--- config.mk ---
export PLATFORM = sky130hd
export DESIGN_NAME = uart_prog_loader
export DESIGN_NICKNAME = d
export VERILOG_FILES = /design/src/rtl/uart_prog_loader.sv
export SDC_FILE = /design/constraint.sdc
export NUM_CORES = 1
export LEC_CHECK = 0
export CORE_MARGIN = 3
export CORE_UTILIZATION = 55
export DETAILED_ROUTE_END_ITERATION = 10
export PLACE_DENSITY = 0.8
export SLEW_MARGIN = 30
export SYNTH_ARGS = -nofsm -noshare
export SYNTH_HDL_FRONTEND = slang
export SYNTH_SLANG_ARGS = --single-unit
--- constraint.sdc ---
create_clock -name clk -period 3.2 [get_ports clk]
set_input_delay 0.48 -clock clk [delete_from_list [all_inputs] [get_ports clk]]
set_output_delay 0.48 -clock clk [all_outputs]
set_load 0.1 [all_outputs]
--- src/rtl/uart_prog_loader.sv ---
// UART program loader: receives framed program images over an 8N1 UART,
// streams each assembled word to program memory with a one-cycle strobe,
// and answers each frame with an ACK (0x06) or NAK (0x15) byte.
module uart_prog_loader #(
   parameter int CLKS_PER_BIT = 217,
   parameter int DATA_W       = 16,
   parameter int ADDR_W       = 16,
   parameter int TIMEOUT_CLKS = 2_000_000
) (
   input  logic              clk,
   input  logic              rst,
   input  logic              rx,
   output logic              tx,
   output logic [ADDR_W-1:0] PADD,
   output logic [DATA_W-1:0] DOUT,
   output logic              wren,
   output logic              busy,
   output logic              err
);
   localparam int BPW   = DATA_W / 8;
   localparam int CNT_W = $clog2(CLKS_PER_BIT);
   localparam int TO_W  = $clog2(TIMEOUT_CLKS + 2);
   localparam logic [CNT_W-1:0] FULL_M1 = CNT_W'(CLKS_PER_BIT - 1);
   localparam logic [CNT_W-1:0] HALF_M1 = CNT_W'(CLKS_PER_BIT / 2 - 1);
   localparam logic [TO_W-1:0]  TO_LIM  = TO_W'(TIMEOUT_CLKS);
   localparam logic [7:0] SYNC_BYTE = 8'hA5;
   localparam logic [7:0] ACK_BYTE  = 8'h06;
   localparam logic [7:0] NAK_BYTE  = 8'h15;

   typedef enum logic [1:0] {RX_IDLE, RX_START, RX_BITS, RX_STOP} rx_state_t;
   typedef enum logic [2:0] {ST_SYNC, ST_CNT, ST_ADDH, ST_ADDL, ST_DATA, ST_CSUM, ST_TXACK} state_t;

   logic             rx_meta_r, rx_sync_r, rx_prev_r;
   rx_state_t        rx_state_r;
   logic [CNT_W-1:0] rx_cnt_r;
   logic [2:0]       rx_bit_r;
   logic [7:0]       rx_shift_r, rx_byte_r;
   logic             rx_valid_r, rx_ferr_r;

   state_t           state_r;
   logic [7:0]       count_r, sum_r, addr_hi_r;
   logic [2:0]       byte_idx_r;
   logic [DATA_W-1:0] data_r, word_s;
   logic [TO_W-1:0]  gap_r;
   logic [8:0]       tx_shift_r;
   logic [CNT_W-1:0] tx_cnt_r;
   logic [3:0]       tx_bit_r;
   logic             active_s, abort_s;

   // Two-flop synchroniser for rx plus a delayed copy for falling-edge detection.
   always_ff @(posedge clk or negedge rst) begin
      if (!rst) begin
         rx_meta_r <= 1'b1;
         rx_sync_r <= 1'b1;
         rx_prev_r <= 1'b1;
      end else begin
         rx_meta_r <= rx;
         rx_sync_r <= rx_meta_r;
         rx_prev_r <= rx_sync_r;
      end
   end

   // Byte receiver: mid-bit sampling, emits a one-cycle valid or framing-error pulse.
   always_ff @(posedge clk or negedge rst) begin
      if (!rst) begin
         rx_state_r <= RX_IDLE;
         rx_cnt_r   <= '0;
         rx_bit_r   <= 3'd0;
         rx_shift_r <= 8'h00;
         rx_byte_r  <= 8'h00;
         rx_valid_r <= 1'b0;
         rx_ferr_r  <= 1'b0;
      end else begin
         rx_valid_r <= 1'b0;
         rx_ferr_r  <= 1'b0;
         case (rx_state_r)
            RX_IDLE: begin
               if (rx_prev_r && !rx_sync_r) begin
                  rx_state_r <= RX_START;
                  rx_cnt_r   <= '0;
               end
            end
            RX_START: begin
               if (rx_cnt_r == HALF_M1) begin
                  rx_cnt_r <= '0;
                  // A glitch that is high again at mid-start is not a start bit.
                  if (rx_sync_r) begin
                     rx_state_r <= RX_IDLE;
                  end else begin
                     rx_state_r <= RX_BITS;
                     rx_bit_r   <= 3'd0;
                  end
               end else begin
                  rx_cnt_r <= rx_cnt_r + CNT_W'(1);
               end
            end
            RX_BITS: begin
               if (rx_cnt_r == FULL_M1) begin
                  rx_cnt_r   <= '0;
                  rx_shift_r <= {rx_sync_r, rx_shift_r[7:1]};
                  if (rx_bit_r == 3'd7) begin
                     rx_state_r <= RX_STOP;
                  end else begin
                     rx_bit_r <= rx_bit_r + 3'd1;
                  end
               end else begin
                  rx_cnt_r <= rx_cnt_r + CNT_W'(1);
               end
            end
            RX_STOP: begin
               if (rx_cnt_r == FULL_M1) begin
                  rx_cnt_r   <= '0;
                  rx_state_r <= RX_IDLE;
                  if (rx_sync_r) begin
                     rx_valid_r <= 1'b1;
                     rx_byte_r  <= rx_shift_r;
                  end else begin
                     rx_ferr_r <= 1'b1;
                  end
               end else begin
                  rx_cnt_r <= rx_cnt_r + CNT_W'(1);
               end
            end
            default: rx_state_r <= RX_IDLE;
         endcase
      end
   end

   // Frame-receiving states, and the abort condition (framing error or idle gap too long).
   always_comb begin
      active_s = 1'b0;
      if ((state_r == ST_CNT) || (state_r == ST_ADDH) || (state_r == ST_ADDL) ||
          (state_r == ST_DATA) || (state_r == ST_CSUM)) begin
         active_s = 1'b1;
      end else begin
         active_s = 1'b0;
      end
      abort_s = active_s && (rx_ferr_r || (gap_r > TO_LIM));
   end

   // Current word with the just-received byte dropped into its little-endian slot.
   always_comb begin
      word_s = data_r;
      for (int i = 0; i < BPW; i++) begin
         if (byte_idx_r == 3'(i)) begin
            word_s[i*8 +: 8] = rx_byte_r;
         end else begin
            word_s[i*8 +: 8] = data_r[i*8 +: 8];
         end
      end
   end

   // Frame FSM with registered memory-write, status and UART transmit outputs.
   always_ff @(posedge clk or negedge rst) begin
      if (!rst) begin
         state_r    <= ST_SYNC;
         tx         <= 1'b1;
         wren       <= 1'b0;
         busy       <= 1'b0;
         err        <= 1'b0;
         PADD       <= '0;
         DOUT       <= '0;
         data_r     <= '0;
         count_r    <= 8'h00;
         sum_r      <= 8'h00;
         addr_hi_r  <= 8'h00;
         byte_idx_r <= 3'd0;
         gap_r      <= '0;
         tx_shift_r <= 9'h1FF;
         tx_cnt_r   <= '0;
         tx_bit_r   <= 4'd0;
      end else begin
         wren <= 1'b0;
         if (wren) begin
            PADD <= PADD + ADDR_W'(1);
         end
         if (rx_valid_r || !active_s) begin
            gap_r <= '0;
         end else begin
            gap_r <= gap_r + TO_W'(1);
         end
         if (abort_s) begin
            state_r <= ST_SYNC;
            busy    <= 1'b0;
            err     <= 1'b1;
         end else begin
            case (state_r)
               ST_SYNC: begin
                  if (rx_valid_r && (rx_byte_r == SYNC_BYTE)) begin
                     state_r <= ST_CNT;
                     busy    <= 1'b1;
                     err     <= 1'b0;
                     sum_r   <= 8'h00;
                  end
               end
               ST_CNT: begin
                  if (rx_valid_r) begin
                     count_r <= rx_byte_r;
                     sum_r   <= sum_r + rx_byte_r;
                     state_r <= ST_ADDH;
                  end
               end
               ST_ADDH: begin
                  if (rx_valid_r) begin
                     addr_hi_r <= rx_byte_r;
                     sum_r     <= sum_r + rx_byte_r;
                     state_r   <= ST_ADDL;
                  end
               end
               ST_ADDL: begin
                  if (rx_valid_r) begin
                     PADD       <= ADDR_W'({addr_hi_r, rx_byte_r});
                     sum_r      <= sum_r + rx_byte_r;
                     byte_idx_r <= 3'd0;
                     state_r    <= (count_r == 8'h00) ? ST_CSUM : ST_DATA;
                  end
               end
               ST_DATA: begin
                  if (rx_valid_r) begin
                     sum_r  <= sum_r + rx_byte_r;
                     data_r <= word_s;
                     if (byte_idx_r == 3'(BPW - 1)) begin
                        byte_idx_r <= 3'd0;
                        DOUT       <= word_s;
                        wren       <= 1'b1;
                        count_r    <= count_r - 8'd1;
                        if (count_r == 8'd1) begin
                           state_r <= ST_CSUM;
                        end
                     end else begin
                        byte_idx_r <= byte_idx_r + 3'd1;
                     end
                  end
               end
               ST_CSUM: begin
                  if (rx_valid_r) begin
                     // Start bit goes out now; shift register holds data then stop.
                     tx         <= 1'b0;
                     tx_shift_r <= {1'b1, (rx_byte_r == sum_r) ? ACK_BYTE : NAK_BYTE};
                     tx_cnt_r   <= '0;
                     tx_bit_r   <= 4'd0;
                     err        <= (rx_byte_r != sum_r);
                     state_r    <= ST_TXACK;
                  end
               end
               ST_TXACK: begin
                  if (tx_cnt_r == FULL_M1) begin
                     tx_cnt_r <= '0;
                     if (tx_bit_r == 4'd9) begin
                        state_r <= ST_SYNC;
                        busy    <= 1'b0;
                     end else begin
                        tx         <= tx_shift_r[0];
                        tx_shift_r <= {1'b1, tx_shift_r[8:1]};
                        tx_bit_r   <= tx_bit_r + 4'd1;
                     end
                  end else begin
                     tx_cnt_r <= tx_cnt_r + CNT_W'(1);
                  end
               end
               default: begin
                  state_r <= ST_SYNC;
                  busy    <= 1'b0;
                  tx      <= 1'b1;
               end
            endcase
         end
      end
   end
endmodule

==> results of run 1 <==
-- where the power goes --
part           total, W  internal (W)  leakage, nW  switching, W
Clock           0.00189       0.00110        0.271      0.000793
Combinational  0.000206     0.0000759         1.60      0.000130
Sequential      0.00197       0.00192         2.03     0.0000575
Total           0.00407       0.00309         3.91      0.000981
-- kinds of logic after synthesis --
| family | Yosys count | share of synthesized area [%] |
|---|---|---|
| simple gates | 274 | 17.7 |
| flops | 149 | 50.0 |
| compound gates | 145 | 12.2 |
| mux | 56 | 8.18 |
| buf+inv | 55 | 2.91 |
| xor+xnor | 46 | 5.38 |
| fa+ha+maj | 21 | 3.61 |
-- final cells by class --
cell class | count | area [um2] | share of cell area, %
sequential | 149 | 3740 | 43.8
timing repair buffer | 46 | 389 | 4.56
multi-input combinational | 542 | 3540 | 41.4
tap | 176 | 220 | 2.58
clock buffer | 19 | 443 | 5.19
clock inverter | 13 | 124 | 1.45
inverter | 22 | 82.6 | 0.967
-- Yosys cell counts, drive strengths merged, types with 2 or more instances --
library cell	n
a21o	3
a21oi	46
a22o	5
a2bb2oi	2
a31o	2
a31oi	4
and3	10
and3b	2
and4	4
buf	11
clkbuf	22
dfrtp	137
dfstp	12
ha	20
inv	22
mux2	42
mux2i	14
nand2	61
nand2b	5
nand3	34
nand3b	4
nand4	14
nor2	95
nor2b	10
nor3	14
nor3b	3
nor4	4
nor4b	2
o211ai	6
o21ai	46
o21bai	5
o2bb2ai	2
o31ai	9
o41ai	4
or3	5
or4	2
xnor2	23
xor2	23
-- sequential cells by signal, summed over array words and instances (netlist names), 4 cells and up, named ones only --
signal      flops
count_r         8
sum_r           8
rx_shift_r      8
gap_r          21
addr_hi_r       8
rx_byte_r       8
DOUT           16
rx_cnt_r        8
tx_cnt_r        8
data_r          8
tx_bit_r        4
tx_shift_r      8
PADD           16
-- cell usage in the layout, fill, tap and decap left out, drive strengths merged, types with 12 or more instances in the layout --
cell    count
dfstp      12
xor2       23
nand4      14
mux2i      14
inv        27
ha         20
xnor2      23
dfrtp     137
o21ai      46
buf        35
clkbuf     19
nand2      61
nor3       14
a21oi      46
nor2       95
nand3      34
mux2       42
-- worst max path at each step --
stage / slack, ps / end / cells past startpoint
after floorplan: 970 / PADD[12]$_DFF_PN0_ / 6
after global placement: 650 / DOUT[11]$_DFFE_PN0P_ / 7
after detailed placement: 540 / DOUT[15]$_DFFE_PN0P_ / 4
after CTS: 530 / DOUT[15]$_DFFE_PN0P_ / 4
after global routing: 280 / data_r[5]$_DFFE_PN0P_ / 5
final: 470 / data_r[5]$_DFFE_PN0P_ / 5
-- through the flow --
stage | utilization, % | hold slack (ps) | power, W
global route | 64.2 | 207 | 0.00424
detailed placement | 59.9 | 347 | 0.00221
floorplan | - | 184 | 0.00212
global placement | 59.9 | 348 | 0.00220
CTS | 64.2 | 167 | 0.00411
finish | 64.2 | 144 | 0.00407
-- layer usage --
layer	share of wire, %	global-route usage, %	up-vias
li1	-	-	2695
met1	43	29.0	2806
met2	51	36.1	166
met3	4.9	5.02	22
met4	1.4	7.21	0
met5	0	0	-
==> flow_metrics.env, run 1 <==
export IMPL_routedWlPerCell_um=16.3
export IMPL_synth_edf_count=0
export IMPL_clk_latency_ps=420
export IMPL_placed_cell_area_mm2=0.00797
export IMPL_outcome="finished clean"
export IMPL_setup_viol=0
export IMPL_fillers=1016
export IMPL_area_growth_syn_to_layout_pct=14.0
export IMPL_synthFlopType="dfrtp_1"
export IMPL_leakage_nw=3.91
export IMPL_drive_gt1_share_pct=16.6
export IMPL_postRouteAntennaNets=0
export IMPL_cts_buffers=17
export IMPL_place_worst_setup_slack_ps=545
export IMPL_drc=0
export IMPL_synth_top_area_share_pct=45.8
export IMPL_htree_levels=4
export IMPL_cts_sinks=149
export IMPL_finalSetupTns_ps=0
export IMPL_die_area_mm2=0.0151
export IMPL_cts_root_buf="clkbuf_16"
export IMPL_final_cells=967
export IMPL_die_h_um=123
export IMPL_syn_nets=770
export IMPL_slew_headroom_pct=35.0
export IMPL_first_global_vias=5626
export IMPL_yosys_area_top_type="dfrtp_1"
export IMPL_hold_class="input port to async pin"
export IMPL_antenna_cells=0
export IMPL_drt_wl_total_um=15800
export IMPL_cp_buffers_inverters=1
export IMPL_synth_cells=746
export IMPL_io_buffers=38
export IMPL_fin_skew_ps=10.1
export IMPL_ioPinCount=39
export IMPL_ff2ff_setup_slack_ps=470
export IMPL_postCtsHoldBufs=0
export IMPL_dp_cells=935
export IMPL_r2r_end="data_r[5]$_DFFE_PN0P_"
export IMPL_setup_worst_path_start_class="flop"
export IMPL_path_max_fanout=17
export IMPL_clockBufferDepth=2
export IMPL_worstPathArrival_ps=3030
export IMPL_synth_distinct_cells=61
export IMPL_cts_tree="built"
export IMPL_postCtsSetupBuffers=0
export IMPL_vias=5689
export IMPL_die_w_um=123
export IMPL_cp_startpoint="state_r[2]$_DFFE_PN0P_"
export IMPL_crit_type="flop to flop"
export IMPL_ys_seq_area_share_pct=50.0
export IMPL_ctsResizeCount=0
export IMPL_cpPeakStageDelay_ps=650
export IMPL_cp_top_family="simple AND/OR/NAND/NOR gates"
export IMPL_final_area_mm2=0.00854
export IMPL_reg2reg_depth=5
export IMPL_hpwl_um=10500
export IMPL_drt_iter0_markers=361
export IMPL_max_cap_viol_count=0
export IMPL_power_density_mw_per_mm2=477
export IMPL_crit_chain="inv_1 > nor3_1 > o211ai_4 > nor4_4 > mux2_2"
export IMPL_gp_congestion=0.863
export IMPL_grt_max_degree=92
export IMPL_finalCritPeriodShare_pct=85.3
export IMPL_clk_pin_slew_ps=60
export IMPL_yosysWarnings=0
export IMPL_grtUsageTotal_pct=22.0
export IMPL_setup_ws_ps=470
export IMPL_ir_drop_v=0.000510
export IMPL_clock_fmax_mhz=366
export IMPL_post_drt_via_cell_ratio=5.88
export IMPL_finalCriticalPeriod_ps=2730
export IMPL_worstMarginPinSlew_ps=972
export IMPL_grt_pass1_wl_um=26600
export IMPL_fin_nets=802
export IMPL_required_ps=3500
export IMPL_start_util_pct=56.4
export IMPL_syn_cell_area_mm2=0.00749
export IMPL_critical_path_slowest_cell="dfrtp_1"
export IMPL_drv_slew=0
export IMPL_antenna_found_initial=0
export IMPL_drt_pass1_iterations=5
export IMPL_async_reset_ff_share_pct=100
export IMPL_reg2reg_from="state_r[2]$_DFFE_PN0P_"
export IMPL_crit_path_end_kind="flop"
export IMPL_rows=42
export IMPL_syn_avg_cell_area_um2=10.0
export IMPL_rsz0062_at_grt="no"
export IMPL_report_final_hold_viol_count=0
export IMPL_ys_top_cells_by_area="dfrtp_1, mux2_2, nor2_1"
export IMPL_synth_seq_cells=149
export IMPL_core_area_mm2=0.0133
export IMPL_overflow=0
Note: power is estimated with default switching activity, not from simulation.
==> run 2: changes to the inputs <==
- SLEW_MARGIN: 30 -> 20
==> run 2 against run 1 <==
Effect of this change: worst setup slack better by 16 ps; sequential share of layout area hardly changed; non-clock buffer count unchanged; first-iteration DRC count grew 0.83%; wire length decreased by 0.70%; largest cell class unchanged.
==> flow_metrics.env, run 2 (synthesized netlist as in run 1, its figures left out) <==
export IMPL_outcome="finished clean"
export IMPL_rsz0062_at_grt="no"
export IMPL_hold_class="input port to async pin"
export IMPL_comb_power_share_pct=5.0
export IMPL_fillers=1017
export IMPL_drive_gt1_share_pct=16.3
export IMPL_largest_reg_flops=21
export IMPL_final_common_cell="dfrtp_1"
export IMPL_cp_buffers_inverters=1
export IMPL_ff2ff_setup_slack_ps=490
export IMPL_finalCriticalPeriod_ps=2710
export IMPL_drc=0
export IMPL_area_growth_syn_to_layout_pct=13.9
export IMPL_worstPathArrival_ps=3020
export IMPL_clk_latency_ps=420
export IMPL_dp_cells=935
export IMPL_cpPeakStageDelay_ps=650
export IMPL_first_global_vias=5626
export IMPL_drt_wl_total_um=15600
export IMPL_max_cap_viol_count=0
export IMPL_fin_nets=802
export IMPL_final_cells=967
export IMPL_ioPinCount=39
export IMPL_r2r_end="data_r[5]$_DFFE_PN0P_"
export IMPL_total_power_w=0.00406
export IMPL_antenna_found_initial=0
export IMPL_clk_pin_slew_ps=60
export IMPL_slew_headroom_pct=25.8
export IMPL_power_density_mw_per_mm2=476
export IMPL_path_max_fanout=17
export IMPL_overflow=0
export IMPL_p_sw_w=0.000973
export IMPL_cts_buffers=17
export IMPL_most_common_layout_cells="dfrtp_1, nor2_1, nand2_1"
export IMPL_ctsResizeCount=0
export IMPL_die_area_mm2=0.0151
export IMPL_crit_type="flop to flop"
export IMPL_gp_congestion=0.863
export IMPL_finalSetupTns_ps=0
export IMPL_post_drt_via_cell_ratio=5.86
export IMPL_die_h_um=123
export IMPL_grt_max_degree=92
export IMPL_postCtsHoldBufs=0
export IMPL_htree_levels=4
export IMPL_vias=5670
export IMPL_fin_skew_ps=10.9
export IMPL_top_regs="gap_r (21), DOUT (16), PADD (16)"
export IMPL_drt_iter0_markers=364
export IMPL_crit_chain="inv_1 > nor3_1 > o211ai_4 > nor4_4 > mux2_2"
export IMPL_clockBufferDepth=2
export IMPL_required_ps=3500
export IMPL_hpwl_um=10500
export IMPL_routedWlPerCell_um=16.2
export IMPL_critical_path_slowest_cell="dfrtp_1"
export IMPL_top_register="gap_r"
export IMPL_clock_fmax_mhz=368
export IMPL_grt_pass1_wl_um=26600
export IMPL_cts_root_buf="clkbuf_16"
export IMPL_ir_drop_v=0.000554
export IMPL_start_util_pct=56.4
export IMPL_core_area_mm2=0.0133
export IMPL_rows=42
export IMPL_postCtsSetupBuffers=0
export IMPL_placed_cell_area_mm2=0.00797
export IMPL_report_final_hold_viol_count=0
export IMPL_cts_sinks=149
export IMPL_final_area_mm2=0.00853
export IMPL_postRouteAntennaNets=0
export IMPL_sw_frac_of_total_pct=23.9
export IMPL_io_buffers=38
export IMPL_drv_slew=0
export IMPL_reg2reg_depth=5
export IMPL_crit_path_end_kind="flop"
export IMPL_finalCritPeriodShare_pct=84.8
export IMPL_cp_startpoint="state_r[2]$_DFFE_PN0P_"
export IMPL_cp_endpoint="data_r[5]$_DFFE_PN0P_"
export IMPL_die_w_um=123
export IMPL_setup_viol=0
export IMPL_reg2reg_from="state_r[2]$_DFFE_PN0P_"
export IMPL_critical_path_depth=5
export IMPL_clkPwrFrac_pct=46.5
export IMPL_p_int_w=0.00309
export IMPL_finalCoreUtilization_pct=64.2
export IMPL_cts_tree="built"
export IMPL_worstMarginPinSlew_ps=1110
export IMPL_grtUsageTotal_pct=22.0
export IMPL_drt_pass1_iterations=5
export IMPL_p_seq_share_pct=48.5
export IMPL_antenna_cells=0
export IMPL_cp_top_family="simple AND/OR/NAND/NOR gates"
export IMPL_leakage_nw=3.91
export IMPL_setup_worst_path_start_class="flop"
[run 2: worst min path at each step]
stage | to | from
3_5_place_dp | rx_sync_r$_DFF_PN1_ | rx_meta_r$_DFF_PN1_
6_report | gap_r[16]$_DFF_PN0_ | rst
4_1_cts | gap_r[16]$_DFF_PN0_ | rst
2_1_floorplan | DOUT[0]$_DFFE_PN0P_ | rst
3_3_place_gp | rx_sync_r$_DFF_PN1_ | rx_meta_r$_DFF_PN1_
5_1_grt | gap_r[16]$_DFF_PN0_ | rst
[run 2: layout make-up]
type | instances | area [um2] | area share (%)
multi-input combinational | 542 | 3530 | 41.4
sequential | 149 | 3740 | 43.9
timing repair buffer | 46 | 389 | 4.56
clock buffer | 19 | 443 | 5.19
tap | 176 | 220 | 2.58
inverter | 22 | 82.6 | 0.968
clock inverter | 13 | 124 | 1.45
[run 2: through the flow]
stage               hold slack (ps)  setup WS, ps
floorplan                       184           974
global placement                348           650
detailed placement              347           545
CTS                             167           532
global route                    207           283
finish                          147           486
[run 2: layer usage]
metal / global-route usage (%) / share of wire, % / up-vias
met1: 29.0 / 43 / 2794
met5: 0 / 0 / -
met4: 7.21 / 1.5 / 0
met2: 36.1 / 51 / 153
met3: 5.02 / 4.4 / 28
li1: - / - / 2695
[run 2: power groups by stage]
stage / clock, W / sequential (W) / combinational (W)
after floorplan: 0 / 0.00197 / 0.000149
after global placement: 0 / 0.00200 / 0.000195
after detailed placement: 0 / 0.00200 / 0.000206
after CTS: 0.00193 / 0.00197 / 0.000207
after global routing: 0.00202 / 0.00198 / 0.000237
final: 0.00189 / 0.00197 / 0.000204
[run 2: worst reg2reg max path, cell delays in order, from the launching register on]
cell and delay [ps]:
dfrtp_1 650, inv_1 240, nor3_1 550, o211ai_4 240
nor4_4 510, mux2_2 420
==> run 3: changes to the inputs <==
- CORE_UTILIZATION: 55 -> 54
- PLACE_DENSITY: 0.8 -> 0.82
- clock period: 3.2 -> 2.3 ns (I/O delays scaled with it)
==> run 3 against run 2 <==
Effect of this change: clock skew is essentially flat; critical path depth is 5 higher; sequential power rose by 39%; utilization up 2.7 points; via count is 4.6% higher; total power grew 42%; largest power group unchanged.
==> flow_metrics.env, run 3 (synthesized netlist as in run 1, its figures left out) <==
export IMPL_hold_class="input port to flop"
export IMPL_grtUsageTotal_pct=22.6
export IMPL_postRouteAntennaNets=0
export IMPL_antenna_found_initial=0
export IMPL_vias=5928
export IMPL_most_common_layout_cells="dfrtp_1, nor2_1, buf_4"
export IMPL_top_regs="gap_r (21), DOUT (16), PADD (16)"
export IMPL_hold_path_endpoint="rx_meta_r$_DFF_PN1_"
export IMPL_clk_latency_ps=430
export IMPL_clk_pin_slew_ps=60
export IMPL_drt_wl_total_um=16900
export IMPL_worstPathArrival_ps=2600
export IMPL_start_util_pct=55.9
export IMPL_clkPwrFrac_pct=47.1
export IMPL_grt_max_degree=92
export IMPL_area_growth_syn_to_layout_pct=19.6
export IMPL_cts_tree="built"
export IMPL_setup_worst_path_start_class="flop"
export IMPL_ff2ff_setup_slack_ps=30
export IMPL_fin_nets=844
export IMPL_clockBufferDepth=2
export IMPL_finalCritPeriodShare_pct=98.7
export IMPL_wl_met3_um=675
export IMPL_die_h_um=124
export IMPL_leakage_nw=4.20
export IMPL_p_seq_share_pct=47.5
export IMPL_overflow=0
export IMPL_power_density_mw_per_mm2=644
export IMPL_sw_frac_of_total_pct=24.3
export IMPL_wl_met2_um=8830
export IMPL_reg2reg_from="gap_r[1]$_DFF_PN0_"
export IMPL_routedWlPerCell_um=16.8
export IMPL_cts_root_buf="clkbuf_16"
export IMPL_htree_levels=4
export IMPL_cts_buffers=17
export IMPL_drive_gt1_share_pct=22.8
export IMPL_path_max_fanout=9
export IMPL_gp_congestion=0.854
export IMPL_clock_fmax_mhz=440
export IMPL_p_sw_w=0.00141
export IMPL_largest_reg_flops=21
export IMPL_crit_type="flop to flop"
export IMPL_ioPinCount=39
export IMPL_required_ps=2630
export IMPL_rsz0062_at_grt="yes"
export IMPL_crit_path_end_kind="flop"
export IMPL_maxUsedRoutingLayer="met4"
export IMPL_slew_headroom_pct=55.7
export IMPL_min_path_cells=1
export IMPL_die_area_mm2=0.0153
export IMPL_finalSetupTns_ps=0
export IMPL_hold_slack_ps=331
export IMPL_grt_pass1_wl_um=27200
export IMPL_first_global_vias=5815
export IMPL_core_area_mm2=0.0134
export IMPL_p_int_w=0.00437
export IMPL_drt_pass1_iterations=5
export IMPL_drc=0
export IMPL_worstMarginPinSlew_ps=663
export IMPL_hpwl_um=11200
export IMPL_cts_sinks=149
export IMPL_top_register="gap_r"
export IMPL_setup_viol=0
export IMPL_report_final_hold_viol_count=0
export IMPL_die_w_um=124
export IMPL_post_drt_via_cell_ratio=5.88
export IMPL_wl_met1_um=7070
export IMPL_ir_drop_v=0.000616
export IMPL_comb_power_share_pct=5.4
export IMPL_final_common_cell="dfrtp_1"
export IMPL_fin_skew_ps=10.5
export IMPL_drt_iter0_markers=548
export IMPL_reg2reg_depth=10
export IMPL_hold_start="rx"
export IMPL_finalCriticalPeriod_ps=2270
export IMPL_outcome="finished clean"
export IMPL_io_buffers=38
export IMPL_max_cap_viol_count=0
export IMPL_r2r_end="byte_idx_r[2]$_DFFE_PN0P_"
export IMPL_antenna_cells=0
export IMPL_drv_slew=0
export IMPL_rows=42
run 3: cell types whose count changed in the layout (fill, tap and decap cells not counted), sizes merged:
| cell | delta |
|---|---|
| clkdlybuf4s50 | -10 |
| clkinvlp | -3 |
| clkbuf | +3 |
| clkinv | +1 |
| buf | +50 |
| dlygate4sd3 | +1 |
run 3: worst max-delay path by stage:
stage                  startpoint                         to  slack [ps]  cells past startpoint
2_1_floorplan   PADD[0]$_DFF_PN0_         PADD[12]$_DFF_PN0_          70                      6
3_3_place_gp   gap_r[1]$_DFF_PN0_       DOUT[11]$_DFFE_PN0P_          10                      8
3_5_place_dp   gap_r[1]$_DFF_PN0_       DOUT[12]$_DFFE_PN0P_        -100                      8
4_1_cts        gap_r[1]$_DFF_PN0_      data_r[3]$_DFFE_PN0P_         0.4                     10
5_1_grt        gap_r[1]$_DFF_PN0_      data_r[7]$_DFFE_PN0P_         -90                     10
6_report       gap_r[1]$_DFF_PN0_  byte_idx_r[2]$_DFFE_PN0P_          30                     10
run 3: timing repair:
action	in CTS	in global routing
hold buffers	1	0
setup buffers	2	0
pin swaps	2	3
gates resized for setup	2	16
endpoints found under the setup margin	28	58
gates cloned	0	1
endpoints found under the hold margin	33	0
run 3: metal layers:
layer	vias up	GRT usage (%)
met5	-	0
met4	0	9.07
met3	39	5.50
met2	161	38.2
met1	2955	27.9
li1	2773	-
run 3: power by group through the flow:
stage	Sequential [W]	Clock (W)	Combinational [W]
2_1_floorplan	0.00274	0	0.000208
3_3_place_gp	0.00278	0	0.000298
3_5_place_dp	0.00279	0	0.000316
4_1_cts	0.00274	0.00275	0.000320
5_1_grt	0.00275	0.00288	0.000361
6_report	0.00274	0.00272	0.000314
run 3: worst max-delay path: stages, from the launching register on:
cell      delay (ps)
dfrtp_1          400
inv_1             70
ha_1             150
nor4b_4          200
nand4_1          170
o211ai_4         230
buf_12           160
o211ai_4          90
buf_4            190
or3_1            370
o211ai_1         130
run 3: final cells by class:
cell class,instances,area [um2]
well taps,176,220
flip-flops and latches,149,3740
repair buffers,88,736
clock inverters,11,116
clock buffers,21,460
inverters,22,82.6
fillers,955,4440
multi-input cells,542,3600
run 3: stage by stage:
step,instances,cell area (um2),power [W],setup slack [ps],utilization (%)
6_report,1009,8960,0.00577,29.1,66.9
5_1_grt,1009,8960,0.00599,-85.4,66.9
4_1_cts,1008,8860,0.00581,0.355,66.1
3_5_place_dp,973,8240,0.00310,-102,61.5
3_3_place_gp,973,8240,0.00308,12.5,61.5
2_1_floorplan,746,7490,0.00295,74.0,-
